**src/rtl/host_link_bridge.sv**
```systemverilog
// host_link_bridge
//   Host-side link bridge for main_core_serialCmd. Decodes a framed byte
//   stream from the link into core commands (cmd) and input words (in), and
//   serializes core result words (out) back onto the link, MSB first.
//
//   Frame header [7:6]: 00 CMD (CMD_BYTES little-endian payload bytes),
//   01 DATA (count byte, then count x 8 bytes MSB first), 10 READ (count
//   byte; count core words are emitted), 11 invalid. A count of 0 means 256.
//
//   Optional feature macro: HOST_LINK_BRIDGE_ACK_EN
//     Defined: 0xA5 after a completed CMD/DATA frame, 0xEE after an invalid
//     header; rx is held off until the ACK byte leaves.
//
// Ports:
//   clk, rst                       clock, async active-high reset
//   rx_byte/rx_valid/rx_ready      link byte input
//   tx_byte/tx_valid/tx_ready      link byte output
//   cmd/cmd_hasAny/cmd_consume     command to core
//   in/in_isReady/in_canReceive    data word to core
//   out/out_isReady/out_canReceive result word from core
module host_link_bridge #(
  parameter int unsigned CMD_W     = 16,
  parameter int unsigned CMD_BYTES = (CMD_W + 7) / 8
) (
  input  logic              clk,
  input  logic              rst,
  input  logic [7:0]        rx_byte,
  input  logic              rx_valid,
  output logic              rx_ready,
  output logic [7:0]        tx_byte,
  output logic              tx_valid,
  input  logic              tx_ready,
  output logic [CMD_W-1:0]  cmd,
  output logic              cmd_hasAny,
  input  logic              cmd_consume,
  output logic [63:0]       in,
  output logic              in_isReady,
  input  logic              in_canReceive,
  input  logic [63:0]       out,
  input  logic              out_isReady,
  output logic              out_canReceive
);

  localparam logic [2:0] CMD_LAST = 3'(CMD_BYTES - 1);

  localparam logic [3:0] S_IDLE      = 4'd0;
  localparam logic [3:0] S_CMD_COL   = 4'd1;
  localparam logic [3:0] S_CMD_ISS   = 4'd2;
  localparam logic [3:0] S_DATA_CNT  = 4'd3;
  localparam logic [3:0] S_DATA_COL  = 4'd4;
  localparam logic [3:0] S_DATA_ISS  = 4'd5;
  localparam logic [3:0] S_READ_CNT  = 4'd6;
  localparam logic [3:0] S_READ_WAIT = 4'd7;
  localparam logic [3:0] S_READ_EMIT = 4'd8;
`ifdef HOST_LINK_BRIDGE_ACK_EN
  localparam logic [3:0] S_ACK       = 4'd9;
`endif

  logic [3:0]       state_q,    state_d;
  logic [2:0]       byte_idx_q, byte_idx_d;
  logic [8:0]       word_cnt_q, word_cnt_d;
  logic [CMD_W-1:0] cmd_q,      cmd_d;
  logic [63:0]      in_q,       in_d;
  logic [63:0]      rd_word_q,  rd_word_d;
`ifdef HOST_LINK_BRIDGE_ACK_EN
  logic [7:0]       ack_q,      ack_d;
`endif

  always_comb begin
    state_d    = state_q;
    byte_idx_d = byte_idx_q;
    word_cnt_d = word_cnt_q;
    cmd_d      = cmd_q;
    in_d       = in_q;
    rd_word_d  = rd_word_q;
`ifdef HOST_LINK_BRIDGE_ACK_EN
    ack_d      = ack_q;
`endif
    case (state_q)
      S_IDLE: begin
        if (rx_valid) begin
          byte_idx_d = '0;
          word_cnt_d = '0;
          case (rx_byte[7:6])
            2'b00: begin
              state_d = S_CMD_COL;
              cmd_d   = '0;
            end
            2'b01:   state_d = S_DATA_CNT;
            2'b10:   state_d = S_READ_CNT;
            default: begin
`ifdef HOST_LINK_BRIDGE_ACK_EN
              ack_d   = 8'hEE;
              state_d = S_ACK;
`else
              state_d = S_IDLE;
`endif
            end
          endcase
        end
      end
      S_CMD_COL: begin
        if (rx_valid) begin
          // Little-endian payload; bits of the last byte above CMD_W fall off.
          for (int unsigned j = 0; j < CMD_W; j++) begin
            if (byte_idx_q == 3'(j / 8)) cmd_d[j] = rx_byte[3'(j % 8)];
          end
          if (byte_idx_q == CMD_LAST) begin
            byte_idx_d = '0;
            state_d    = S_CMD_ISS;
          end else begin
            byte_idx_d = byte_idx_q + 3'd1;
          end
        end
      end
      S_CMD_ISS: begin
        if (cmd_consume) begin
          cmd_d = '0;
`ifdef HOST_LINK_BRIDGE_ACK_EN
          ack_d   = 8'hA5;
          state_d = S_ACK;
`else
          state_d = S_IDLE;
`endif
        end
      end
      S_DATA_CNT: begin
        if (rx_valid) begin
          // Count 0 encodes 256 in the 9-bit counter.
          word_cnt_d = {rx_byte == 8'd0, rx_byte};
          byte_idx_d = '0;
          state_d    = S_DATA_COL;
        end
      end
      S_DATA_COL: begin
        if (rx_valid) begin
          in_d = {in_q[55:0], rx_byte};
          if (byte_idx_q == 3'd7) begin
            byte_idx_d = '0;
            state_d    = S_DATA_ISS;
          end else begin
            byte_idx_d = byte_idx_q + 3'd1;
          end
        end
      end
      S_DATA_ISS: begin
        if (in_canReceive) begin
          in_d       = '0;
          word_cnt_d = word_cnt_q - 9'd1;
          if (word_cnt_q == 9'd1) begin
`ifdef HOST_LINK_BRIDGE_ACK_EN
            ack_d   = 8'hA5;
            state_d = S_ACK;
`else
            state_d = S_IDLE;
`endif
          end else begin
            state_d = S_DATA_COL;
          end
        end
      end
      S_READ_CNT: begin
        if (rx_valid) begin
          word_cnt_d = {rx_byte == 8'd0, rx_byte};
          byte_idx_d = '0;
          state_d    = S_READ_WAIT;
        end
      end
      S_READ_WAIT: begin
        if (out_isReady) begin
          rd_word_d  = out;
          byte_idx_d = '0;
          state_d    = S_READ_EMIT;
        end
      end
      S_READ_EMIT: begin
        // tx_byte is the top byte of the latched word; shift on each transfer.
        if (tx_ready) begin
          rd_word_d = {rd_word_q[55:0], 8'h00};
          if (byte_idx_q == 3'd7) begin
            byte_idx_d = '0;
            word_cnt_d = word_cnt_q - 9'd1;
            state_d    = (word_cnt_q == 9'd1) ? S_IDLE : S_READ_WAIT;
          end else begin
            byte_idx_d = byte_idx_q + 3'd1;
          end
        end
      end
`ifdef HOST_LINK_BRIDGE_ACK_EN
      S_ACK: begin
        if (tx_ready) state_d = S_IDLE;
      end
`endif
      default: state_d = S_IDLE;
    endcase
  end

  always_ff @(posedge clk or posedge rst) begin
    if (rst) begin
      state_q    <= S_IDLE;
      byte_idx_q <= '0;
      word_cnt_q <= '0;
      cmd_q      <= '0;
      in_q       <= '0;
      rd_word_q  <= '0;
`ifdef HOST_LINK_BRIDGE_ACK_EN
      ack_q      <= '0;
`endif
    end else begin
      state_q    <= state_d;
      byte_idx_q <= byte_idx_d;
      word_cnt_q <= word_cnt_d;
      cmd_q      <= cmd_d;
      in_q       <= in_d;
      rd_word_q  <= rd_word_d;
`ifdef HOST_LINK_BRIDGE_ACK_EN
      ack_q      <= ack_d;
`endif
    end
  end

  // rst gates rx_ready directly so the link sees 0 for the whole reset pulse.
  assign rx_ready = ~rst & ((state_q == S_IDLE)     || (state_q == S_CMD_COL) ||
                            (state_q == S_DATA_CNT) || (state_q == S_DATA_COL) ||
                            (state_q == S_READ_CNT));

  assign cmd            = cmd_q;
  assign cmd_hasAny     = (state_q == S_CMD_ISS);
  assign in             = in_q;
  assign in_isReady     = (state_q == S_DATA_ISS);
  assign out_canReceive = (state_q == S_READ_WAIT);

`ifdef HOST_LINK_BRIDGE_ACK_EN
  assign tx_valid = (state_q == S_READ_EMIT) || (state_q == S_ACK);
  assign tx_byte  = (state_q == S_ACK) ? ack_q : rd_word_q[63:56];
`else
  assign tx_valid = (state_q == S_READ_EMIT);
  assign tx_byte  = rd_word_q[63:56];
`endif

endmodule

```
**config.mk**
```make
export PLATFORM = sky130hd
export DESIGN_NAME = host_link_bridge
export DESIGN_NICKNAME = d
export VERILOG_FILES = /design/src/rtl/host_link_bridge.sv
export SDC_FILE = /design/constraint.sdc
export NUM_CORES = 1
export LEC_CHECK = 0
export CAP_MARGIN = 20
export CORE_MARGIN = 5
export CORE_UTILIZATION = 51
export CTS_CLUSTER_SIZE = 16
export DETAILED_ROUTE_END_ITERATION = 12
export PLACE_DENSITY_LB_ADDON = 0.2
export SYNTH_ARGS = -nofsm -noshare
export SYNTH_HDL_FRONTEND = slang
export SYNTH_SLANG_ARGS = --single-unit
```
**constraint.sdc**
```tcl
create_clock -name clk -period 7.3 [get_ports clk]
set_input_delay 1.46 -clock clk [delete_from_list [all_inputs] [get_ports clk]]
set_output_delay 1.46 -clock clk [all_outputs]
set_load 0.1 [all_outputs]
```
Word-level counts from Yosys, hierarchy flattened
Index checks and enable logic that the tools add are counted.

Logic and storage cells: 119. Input bits: 79. Output and inout bits: 93. Bits in registers: 160.

Reduce and logical (&&, ||, !) cells: 22. Add/sub/neg operators: 2. Multiplexer cells: 57. Equality and inequality tests: 29. Bitwise gates (word level): 2.

Operators by type and width (number): two-way mux 64 bit (4); case mux 64 bit (2 select lines) (2); two-way mux 16 bit (4); two-way mux 4 bit (12); case mux 16 bit (3 select lines) (1); two-way mux 9 bit (5); case mux 4 bit (9 select lines) (1); case mux 9 bit (4 select lines) (1); two-way mux 3 bit (9); AND reduction 6 bit (4); inequality test 2 bit (second input constant) (9); equality test 4 x 3 -> 1 bit (second input constant) (4); two-way mux 1 bit (16); case mux 3 bit (5 select lines) (1); inequality test 2 x 1 -> 1 bit (second input constant) (7); AND reduction 12 bit (1); equality test 9 x 1 -> 1 bit (second input constant) (1); case mux 3 bit (3 select lines) (1); subtractor 9 x 1 -> 9 bit (second input constant) (1); equality test 4 x 2 -> 1 bit (second input constant) (2); zero test 8 bit (1); AND reduction 3 bit (2); nonzero test 5 bit (1); equality test 4 x 1 -> 1 bit (second input constant) (1); other kinds (17) (21).

Longest topological paths before layout
Gate-level depths: netlist of the first run.

Depth after elaboration: 6. Gate-level depth with buffers: 9.

Worst setup path before layout of the first run
No wires, ideal clock.

Path kind: input port to output port. Start: input rst. End: output rx_ready. Stages on the path: 2. Data arrival time: 5.943 ns. Setup slack: -0.103 ns. Path through: inv_1 > and3_1.

Cells in the longest elaborated chain, start to end: 2.

RTL lines: start: declaration (line 26) `input logic rst,`; inverter 1 bit (line 223) `assign rx_ready = ~rst & ((state_q == S_IDLE) || (state_q == S_CMD_COL) ||`; bitwise AND 1 bit (line 223); end: declaration (line 29) `output logic rx_ready,`.

No other way between the ends.

Worst setup path in the final report of the first run
Same ends and word-level chain as after synthesis.

==> results of run 1 <==
metal layers:
metal | track usage, % | wire length (um) | vias to the layer above
met5 | 0 | 0 | -
met4 | 6.33 | 294 | 0
met3 | 5.69 | 931 | 26
met2 | 32.3 | 8600 | 162
met1 | 27.9 | 8170 | 2764
li1 | - | - | 2877
final cells by class:
cell class                      instances  area [sq um]
Inverter                               13          52.6
Tap cell                              184           230
Sequential cell                       160          4000
Multi-Input combinational cell        531          3200
Clock buffer                           19           453
Timing Repair Buffer                  176          1750
Clock inverter                         10           138
Fill cell                            1142          4760
flip-flops by register name, indices dropped and copies added, names as in the netlist:
name and count:
in 64, rd_word_q 64, cmd 16, word_cnt_q 9, state_q 4, byte_idx_q 3
path summary, 6_finish.rpt:
| path | end | slack [ps] | depth (start not counted) |
|---|---|---|---|
| max | rx_ready | 1830 | 4 |
| min | rd_word_q[35] | 480 | 2 |
| max reg2reg | word_cnt_q[7] | 4040 | 6 |
| min reg2reg | rd_word_q[35] | 480 | 2 |
| max in group asynchronous | rd_word_q[46] | 4460 | 3 |
| min in group asynchronous | in[63] | 1520 | 2 |
worst max-delay path: stages:
cell and delay [ps]:
sky130_fd_sc_hd__clkdlybuf4s50_1 500, sky130_fd_sc_hd__clkinvlp_4 620, sky130_fd_sc_hd__and3_1 450, sky130_fd_sc_hd__clkdlybuf4s50_1 970
per-stage QoR:
| stage | utilization [%] | worst slack (ps) | cell area (sq um) |
|---|---|---|---|
| after detailed placement | 63.3 | 1820 | 9240 |
| final | 67.4 | 1830 | 9830 |
| after floorplan | - | 1090 | 7630 |
| after global placement | 63.3 | 1840 | 9240 |
| after global routing | 67.4 | 1660 | 9830 |
| after CTS | 67.4 | 1810 | 9830 |
layout by cell type, fill, tap and decap left out, types with 5 or more instances in the layout:
master,n
sky130_fd_sc_hd__nand2_1,188
sky130_fd_sc_hd__mux2i_1,57
sky130_fd_sc_hd__mux2_1,7
sky130_fd_sc_hd__clkdlybuf4s50_1,171
sky130_fd_sc_hd__and2_1,7
sky130_fd_sc_hd__a22o_1,10
sky130_fd_sc_hd__dfrtp_1,160
sky130_fd_sc_hd__o21ai_0,122
sky130_fd_sc_hd__nand2b_1,5
sky130_fd_sc_hd__mux2_2,13
sky130_fd_sc_hd__o21ai_1,12
sky130_fd_sc_hd__nor2_1,22
sky130_fd_sc_hd__nor3_1,11
sky130_fd_sc_hd__buf_4,5
sky130_fd_sc_hd__inv_1,11
sky130_fd_sc_hd__a21oi_1,11
sky130_fd_sc_hd__clkbuf_16,17
sky130_fd_sc_hd__ha_1,11
logic make-up (layout without fill, tap and decap cells):
logic type               count (synthesis)  after routing  synth area share (%)
multiplexers                            77             77                  10.4
XOR/XNOR                                 2              2                 0.230
buffers and inverters                   74            218                  6.03
flip-flops                             160            160                  52.5
adder cells (fa/ha/maj)                 11             11                  1.80
AO/OA/AOI/OAI                          185            185                  14.5
AND/OR/NAND/NOR                        256            256                  14.6
==> results by group, run 1 <==
Routing
  – Post-route antenna net violation count: 0
  – Drt first pass iters: 5
  – Iteration-0 DRC Markers: 325
  – Vias: 5829
  – Number of design rule violations left after detail routing: 0
  – Drt wl/cell: 16.5 um
  – Avg Vias per Cell: 5.33
  – Wire length after detailed routing: 18000 um

Synth
  – Async S/R FF share, synth: 100%
  – Synth top area cells: sky130_fd_sc_hd__dfrtp_1 52%, sky130_fd_sc_hd__nand2_1 9.2%, sky130_fd_sc_hd__o21ai_0 8.0%
  – Net count after synthesis: 855
  – Share of the yosys chip area belonging to registers: 52.5%
  – Share of the synthesized area in the top cell type: 52.5%
  – Post-synthesis cell area: 0.00763 sq mm
  – Number of flops mapped to enable cells by yosys: 0
  – Top cell types by occurrence after synthesis: 188 x sky130_fd_sc_hd__nand2_1, 160 x sky130_fd_sc_hd__dfrtp_1, 122 x sky130_fd_sc_hd__o21ai_0
  – Post-Syn Instances: 765
  – Most used DFF post-synth: sky130_fd_sc_hd__dfrtp_1
  – Biggest area consumer among synthesized cells: sky130_fd_sc_hd__dfrtp_1
  – Number of synthesized register bits: 160
  – Average instance area after synthesis: 9.98 sq um
  – Number of different library cells in the post-synthesis netlist: 57
  – Yosys synthesis warning count: 0
  – Most frequent cell after synthesis: sky130_fd_sc_hd__nand2_1

Floorplanning
  – Horiz. Die Dim: 132 um
  – IO Pins: 172
  – Core Footprint: 0.0146 sq mm
  – Initial Util: 52.3%
  – Die ar.: 0.0175 sq mm
  – Number of cell rows: 44
  – Die height: 132 um

Layout
  – Number of nets in the finished design: 989
  – Share of cells above drive strength 1: 6.93%
  – Antenna diode count: 0
  – Final standard cell count with taps included and fillers excluded: 1093
  – Synthesis-to-finish area growth: 28.8%

Setup path
  – Category of the worst setup path launch point: input port
  – Data arrival at the endpoint of the critical path: 4010 ps
  – Crit end category: output port
  – Source of the worst register-to-register timing path: state_q[2]
  – Top fanout value on the critical path: 31
  – Endpoint required time on the critical path: 5840 ps
  – Worst setup path category: input port to output port
  – Beginning of the critical path: rst

Global routing
  – Wire length of the first global-routing pass: 29800 um
  – Number of antenna violations at the first check in global routing: 0
  – Overall global routing resource usage: 20.6%
  – Number of global-route vias before repair: 5862
  – Remaining global-route overflow: 0
  – Largest net degree at the start of global routing: 129

Timing
  – Final setup violation count: 0
  – Post-Route Hold Slack: 480 ps
  – Setup TNS: 0 ps
  – Max Slew Vio Count: 0
  – Setup repair after global routing missed its margin: false
  – Actual transition at the worst max-transition pin: 1040 ps
  – Worst Skew: 6.15 ps
  – Achievable clock frequency: 0.183 GHz
  – Post-route fraction of the period consumed by the critical path: 75.0%
  – Endpoints failing hold: 0
  – Relative max-transition margin: 30.3%
  – Minimum clock period: 5470 ps

Clock tree
  – Setup bufs post-CTS: 0
  – Number of buffers inserted for hold repair after clock tree synthesis: 0
  – Total CTS buffers: 17
  – Master cell of the clock root buffer: sky130_fd_sc_hd__clkbuf_16
  – Reg clk slew, reported paths: 60 ps
  – Post-cts sizing count: 0
  – Clk Latency, worst-skew pair: 420 ps
  – H-tree level count: 4
  – Clock Sinks: 160
  – Largest buffer count on any clock path: 2
  – Clock tree from TritonCTS: built

Place
  – GPL Wtd Cong: 0.859
  – Port buffer count: 171
  – Final HPWL DP: 12300 um
  – Count of placed standard cells including taps: 1064

Status
  – Run status: completed

Hold path
  – Type of the tightest min-delay check: flip-flop to flip-flop
  – Hold wc startpoint: rd_word_q[35]

Flow run
  – Number of maximum-capacitance constraint violations: 0
Power of run 1 is left out: the tool's default activity adds up to more than one toggle a clock period on the data nets, which glitch-free logic cannot reach.
==> run 2: changes to the inputs <==
==> constraint.sdc (replaced) <==
create_clock -name clk -period 5.3 [get_ports clk]
set_input_delay 1.06 -clock clk [delete_from_list [all_inputs] [get_ports clk]]
set_output_delay 1.06 -clock clk [all_outputs]
set_load 0.1 [all_outputs]
==> results by group, run 2 (same netlist as run 1, synthesis figures left out) <==
Clock tree
  – H-tree level count: 4 (unchanged)
  – Largest buffer count on any clock path: 2 (unchanged)
  – Clock Sinks: 160 (unchanged)
  – Reg clk slew, reported paths: 60 ps (about the same)
  – Clock tree from TritonCTS: built
  – Number of buffers inserted for hold repair after clock tree synthesis: 0 (unchanged)
  – Total CTS buffers: 17 (unchanged)
  – Setup bufs post-CTS: 0 (unchanged)
  – Post-cts sizing count: 0 (unchanged)
  – Master cell of the clock root buffer: sky130_fd_sc_hd__clkbuf_16
  – Clk Latency, worst-skew pair: 420 ps (about the same)

Layout
  – Most used cells in the layout excluding fill and tap cells: 188 x sky130_fd_sc_hd__nand2_1, 168 x sky130_fd_sc_hd__clkdlybuf4s50_1, 160 x sky130_fd_sc_hd__dfrtp_1
  – Post-layout instance area: 0.00985 sq mm (+0.27%)
  – Share of cells above drive strength 1: 7.56% (+0.63 points)
  – Filler instances: 1176 (+3.0%)
  – Most common library cell in the layout ignoring fill and taps: sky130_fd_sc_hd__nand2_1
  – Number of nets in the finished design: 990 (+0.10%)
  – Antenna diode count: 0 (unchanged)
  – Synthesis-to-finish area growth: 29.1%

Routing
  – Post-route antenna net violation count: 0 (unchanged)
  – Avg Vias per Cell: 5.35 (+0.28%)
  – Iteration-0 DRC Markers: 477 (+47%)
  – Wire length after detailed routing: 17700 um (-1.5%)
  – Number of design rule violations left after detail routing: 0 (unchanged)
  – Drt first pass iters: 5 (unchanged)
  – Drt wl/cell: 16.2 um (-1.9%)
  – Vias: 5867 (+0.65%)

Global routing
  – Number of antenna violations at the first check in global routing: 0 (unchanged)
  – Overall global routing resource usage: 20.3% (-0.23 points)
  – Remaining global-route overflow: 0 (unchanged)
  – Largest net degree at the start of global routing: 161 (+25%)
  – Number of global-route vias before repair: 5775 (-1.5%)
  – Wire length of the first global-routing pass: 29500 um (-0.88%)

Setup path
  – Source of the worst register-to-register timing path: state_q[2]
  – Category of the worst setup path launch point: flip-flop
  – Endpoint required time on the critical path: 4240 ps (-1600 ps)
  – Beginning of the critical path: state_q[2]
  – Data arrival at the endpoint of the critical path: 2930 ps (-1080 ps)
  – Crit end category: output port
  – Reg2Reg Depth: 5 (-1)
  – Worst flop-to-flop path endpoint: rd_word_q[47]
  – Top fanout value on the critical path: 23 (-26%)
  – CP Capture Point: out_canReceive
  – Worst setup path category: flip-flop to output port
  – Reg-to-reg slack, setup: 2400 ps (-1640 ps)

Floorplanning
  – Die ar.: 0.0175 sq mm (unchanged)
  – Horiz. Die Dim: 132 um (unchanged)
  – Core Footprint: 0.0146 sq mm (unchanged)
  – Number of cell rows: 44 (unchanged)
  – IO Pins: 172 (unchanged)
  – Initial Util: 52.3% (unchanged)
  – Die height: 132 um (unchanged)

Place
  – GPL Wtd Cong: 0.810 (-5.6%)
  – Final HPWL DP: 12200 um (-1.3%)
  – Pre-CTS WS: 1770 ps (-56.2 ps)
  – DP Area: 0.00924 sq mm (about the same)
  – Port buffer count: 171 (unchanged)

Timing
  – Final setup violation count: 0 (unchanged)
  – Endpoints failing hold: 0 (unchanged)
  – Max Slew Vio Count: 0 (unchanged)
  – Setup TNS: 0 ps (unchanged)
  – Relative max-transition margin: 30.9% (+0.54 points)
  – Actual transition at the worst max-transition pin: 1030 ps (-8.06 ps)
  – Setup repair after global routing missed its margin: false
  – Post-route fraction of the period consumed by the critical path: 75.2%
  – Post-Route Hold Slack: 480 ps (+0.129 ps)
  – Worst Skew: 7.28 ps (+1.13 ps)
  – Minimum clock period: 3990 ps
  – Achievable clock frequency: 0.251 GHz
  – Fin worst setup slack: 1310 ps (-513 ps)

Status
  – Run status: completed

Hold path
  – Type of the tightest min-delay check: flip-flop to flip-flop

Flow run
  – Number of maximum-capacitance constraint violations: 0 (unchanged)
[run 2: worst min-delay path by stage]
stage          slack [ps]           from  cells after the start            end
6_report              480  rd_word_q[58]                      2  rd_word_q[58]
5_1_grt               500  rd_word_q[48]                      2  rd_word_q[48]
4_1_cts               480         in[59]                      2         in[59]
3_5_place_dp          470         in[59]                      2         in[59]
3_3_place_gp          460  rd_word_q[38]                      2  rd_word_q[38]
2_1_floorplan         450  rd_word_q[18]                      2  rd_word_q[18]
[run 2: cell type report]
cell class / count / area [sq um] / share of cell area [%]
clock buffer: 20 / 447 / 4.53
clock inverter: 12 / 136 / 1.38
inverter: 13 / 52.6 / 0.533
multi-input combinational: 531 / 3200 / 32.5
sequential: 160 / 4000 / 40.6
tap: 184 / 230 / 2.34
timing repair buffer: 177 / 1780 / 18.1
[run 2: layer usage]
metal | vias up | track usage [%] | wire, um
met3 | 23 | 5.42 | 988
met5 | - | 0 | 0
li1 | 2901 | - | -
met4 | 0 | 6.67 | 307
met2 | 167 | 32.5 | 8720
met1 | 2776 | 27.1 | 7710
[run 2: worst max-delay path, cell delays in order (launching register included)]
cell and delay, ps:
sky130_fd_sc_hd__dfrtp_1 990, sky130_fd_sc_hd__and4b_1 350, sky130_fd_sc_hd__clkdlybuf4s50_1 1160
[run 2: metrics by stage]
step	cells	util (%)
2_1_floorplan	765	-
6_report	1097	67.5
5_1_grt	1097	67.5
4_1_cts	1096	67.4
3_3_place_gp	1064	63.4
3_5_place_dp	1064	63.4
Power of run 2 is left out for the same reason.
==> run 3: changes to the inputs <==
==> constraint.sdc (replaced) <==
create_clock -name clk -period 3.8 [get_ports clk]
set_input_delay 0.76 -clock clk [delete_from_list [all_inputs] [get_ports clk]]
set_output_delay 0.76 -clock clk [all_outputs]
set_load 0.1 [all_outputs]
==> results by group, run 3 (same netlist as run 1, synthesis figures left out) <==
Layout
  – Synthesis-to-finish area growth: 29.7%
  – Final Util: 67.9% (+0.31 points)
  – Number of nets in the finished design: 993 (+0.30%)
  – Share of cells above drive strength 1: 7.76% (+0.20 points)
  – Most used cells in the layout excluding fill and tap cells: 188 x sky130_fd_sc_hd__nand2_1, 166 x sky130_fd_sc_hd__clkdlybuf4s50_1, 160 x sky130_fd_sc_hd__dfrtp_1
  – Antenna diode count: 0 (unchanged)
  – Most common library cell in the layout ignoring fill and taps: sky130_fd_sc_hd__nand2_1

Timing
  – Relative max-transition margin: 31.3% (+0.41 points)
  – Setup repair after global routing missed its margin: false
  – Achievable clock frequency: 0.335 GHz
  – Worst Skew: 8.85 ps (+1.58 ps)
  – Fin worst setup slack: 811 ps (-503 ps)
  – Post-Route Hold Slack: 478 ps (-1.16 ps)
  – Final setup violation count: 0 (unchanged)
  – Actual transition at the worst max-transition pin: 1030 ps (-6.18 ps)
  – Minimum clock period: 2990 ps
  – Endpoints failing hold: 0 (unchanged)
  – Post-route fraction of the period consumed by the critical path: 78.7%
  – Setup TNS: 0 ps (unchanged)
  – Max Slew Vio Count: 0 (unchanged)

Hold path
  – Type of the tightest min-delay check: flip-flop to flip-flop

Routing
  – Drt wl/cell: 16.0 um (-0.76%)
  – Iteration-0 DRC Markers: 395 (-17%)
  – Drt first pass iters: 5 (unchanged)
  – Vias: 5906 (+0.66%)
  – Post-route antenna net violation count: 0 (unchanged)
  – Wire length after detailed routing: 17600 um (-0.58%)
  – Number of design rule violations left after detail routing: 0 (unchanged)
  – Avg Vias per Cell: 5.37 (+0.48%)

Status
  – Run status: completed

Global routing
  – Largest net degree at the start of global routing: 161 (unchanged)
  – Number of antenna violations at the first check in global routing: 0 (unchanged)
  – Overall global routing resource usage: 20.5% (+0.19 points)
  – Wire length of the first global-routing pass: 29600 um (+0.28%)
  – Number of global-route vias before repair: 5833 (+1.0%)
  – Remaining global-route overflow: 0 (unchanged)

Floorplanning
  – Core Footprint: 0.0146 sq mm (unchanged)
  – Die ar.: 0.0175 sq mm (unchanged)
  – Number of cell rows: 44 (unchanged)
  – IO Pins: 172 (unchanged)
  – Horiz. Die Dim: 132 um (unchanged)
  – Die height: 132 um (unchanged)
  – Initial Util: 52.3% (unchanged)

Place
  – Port buffer count: 171 (unchanged)
  – GPL Wtd Cong: 0.866 (+6.9%)
  – Pre-CTS WS: 1020 ps (-746 ps)
  – Final HPWL DP: 12300 um (+1.3%)

Flow run
  – Number of maximum-capacitance constraint violations: 0 (unchanged)

Setup path
  – Top fanout value on the critical path: 27 (+17%)
  – Endpoint required time on the critical path: 3040 ps (-1200 ps)
  – Category of the worst setup path launch point: flip-flop
  – Crit end category: output port
  – Worst setup path category: flip-flop to output port
  – Data arrival at the endpoint of the critical path: 2230 ps (-700 ps)

Clock tree
  – H-tree level count: 4 (unchanged)
  – Number of buffers inserted for hold repair after clock tree synthesis: 0 (unchanged)
  – Clk Latency, worst-skew pair: 420 ps (about the same)
  – Clock tree from TritonCTS: built
  – Post-cts sizing count: 0 (unchanged)
  – Reg clk slew, reported paths: 60 ps (about the same)
  – Total CTS buffers: 17 (unchanged)
  – Master cell of the clock root buffer: sky130_fd_sc_hd__clkbuf_16
  – Setup bufs post-CTS: 0 (unchanged)
  – Largest buffer count on any clock path: 2 (unchanged)
  – Clock Sinks: 160 (unchanged)
run 3: changes by cell type in the layout (fill, tap and decap cells not counted), sizes merged:
cell | before | now
clkinv | 6 | 5
clkbuf | 20 | 21
clkdlybuf4s50 | 168 | 166
inv | 13 | 12
buf | 9 | 14
run 3: layout make-up:
cell class,instances,area [sq um]
repair buffers,180,1850
clock buffers,21,440
inverters,13,52.6
clock inverters,10,115
flip-flops and latches,160,4000
fillers,1113,4690
well taps,184,230
multi-input cells,531,3200
run 3: through the flow:
| step | instance area (sq um) | std cells |
|---|---|---|
| final | 9900 | 1099 |
| after global routing | 9900 | 1099 |
| after CTS | 9900 | 1099 |
| after detailed placement | 9340 | 1068 |
| after global placement | 9340 | 1068 |
| after floorplan | 7640 | 765 |
run 3: path summary, 6_finish.rpt:
| path | cells past startpoint | from | slack [ps] | endpoint |
|---|---|---|---|---|
| min in group asynchronous | 3 | rst | 960 | in[34] |
| min | 2 | rd_word_q[31] | 480 | rd_word_q[31] |
| max in group asynchronous | 3 | rst | 2210 | word_cnt_q[7] |
| min reg2reg | 2 | rd_word_q[31] | 480 | rd_word_q[31] |
| max | 4 | state_q[0] | 810 | rx_ready |
| max reg2reg | 6 | state_q[0] | 1170 | rd_word_q[46] |
run 3: metal layers:
layer | global-route usage, % | vias up | wire length (um)
met4 | 7.75 | 0 | 367
met3 | 5.04 | 30 | 900
li1 | - | 2894 | -
met5 | 0 | - | 0
met2 | 32.9 | 167 | 8640
met1 | 27.1 | 2815 | 7720
run 3: critical path, stage by stage, from the launching register on:
cell,delay (ps)
sky130_fd_sc_hd__dfrtp_1,920
sky130_fd_sc_hd__and2b_1,300
sky130_fd_sc_hd__mux2i_1,170
sky130_fd_sc_hd__and3_2,250
sky130_fd_sc_hd__buf_12,170
Power of run 3 is left out for the same reason.
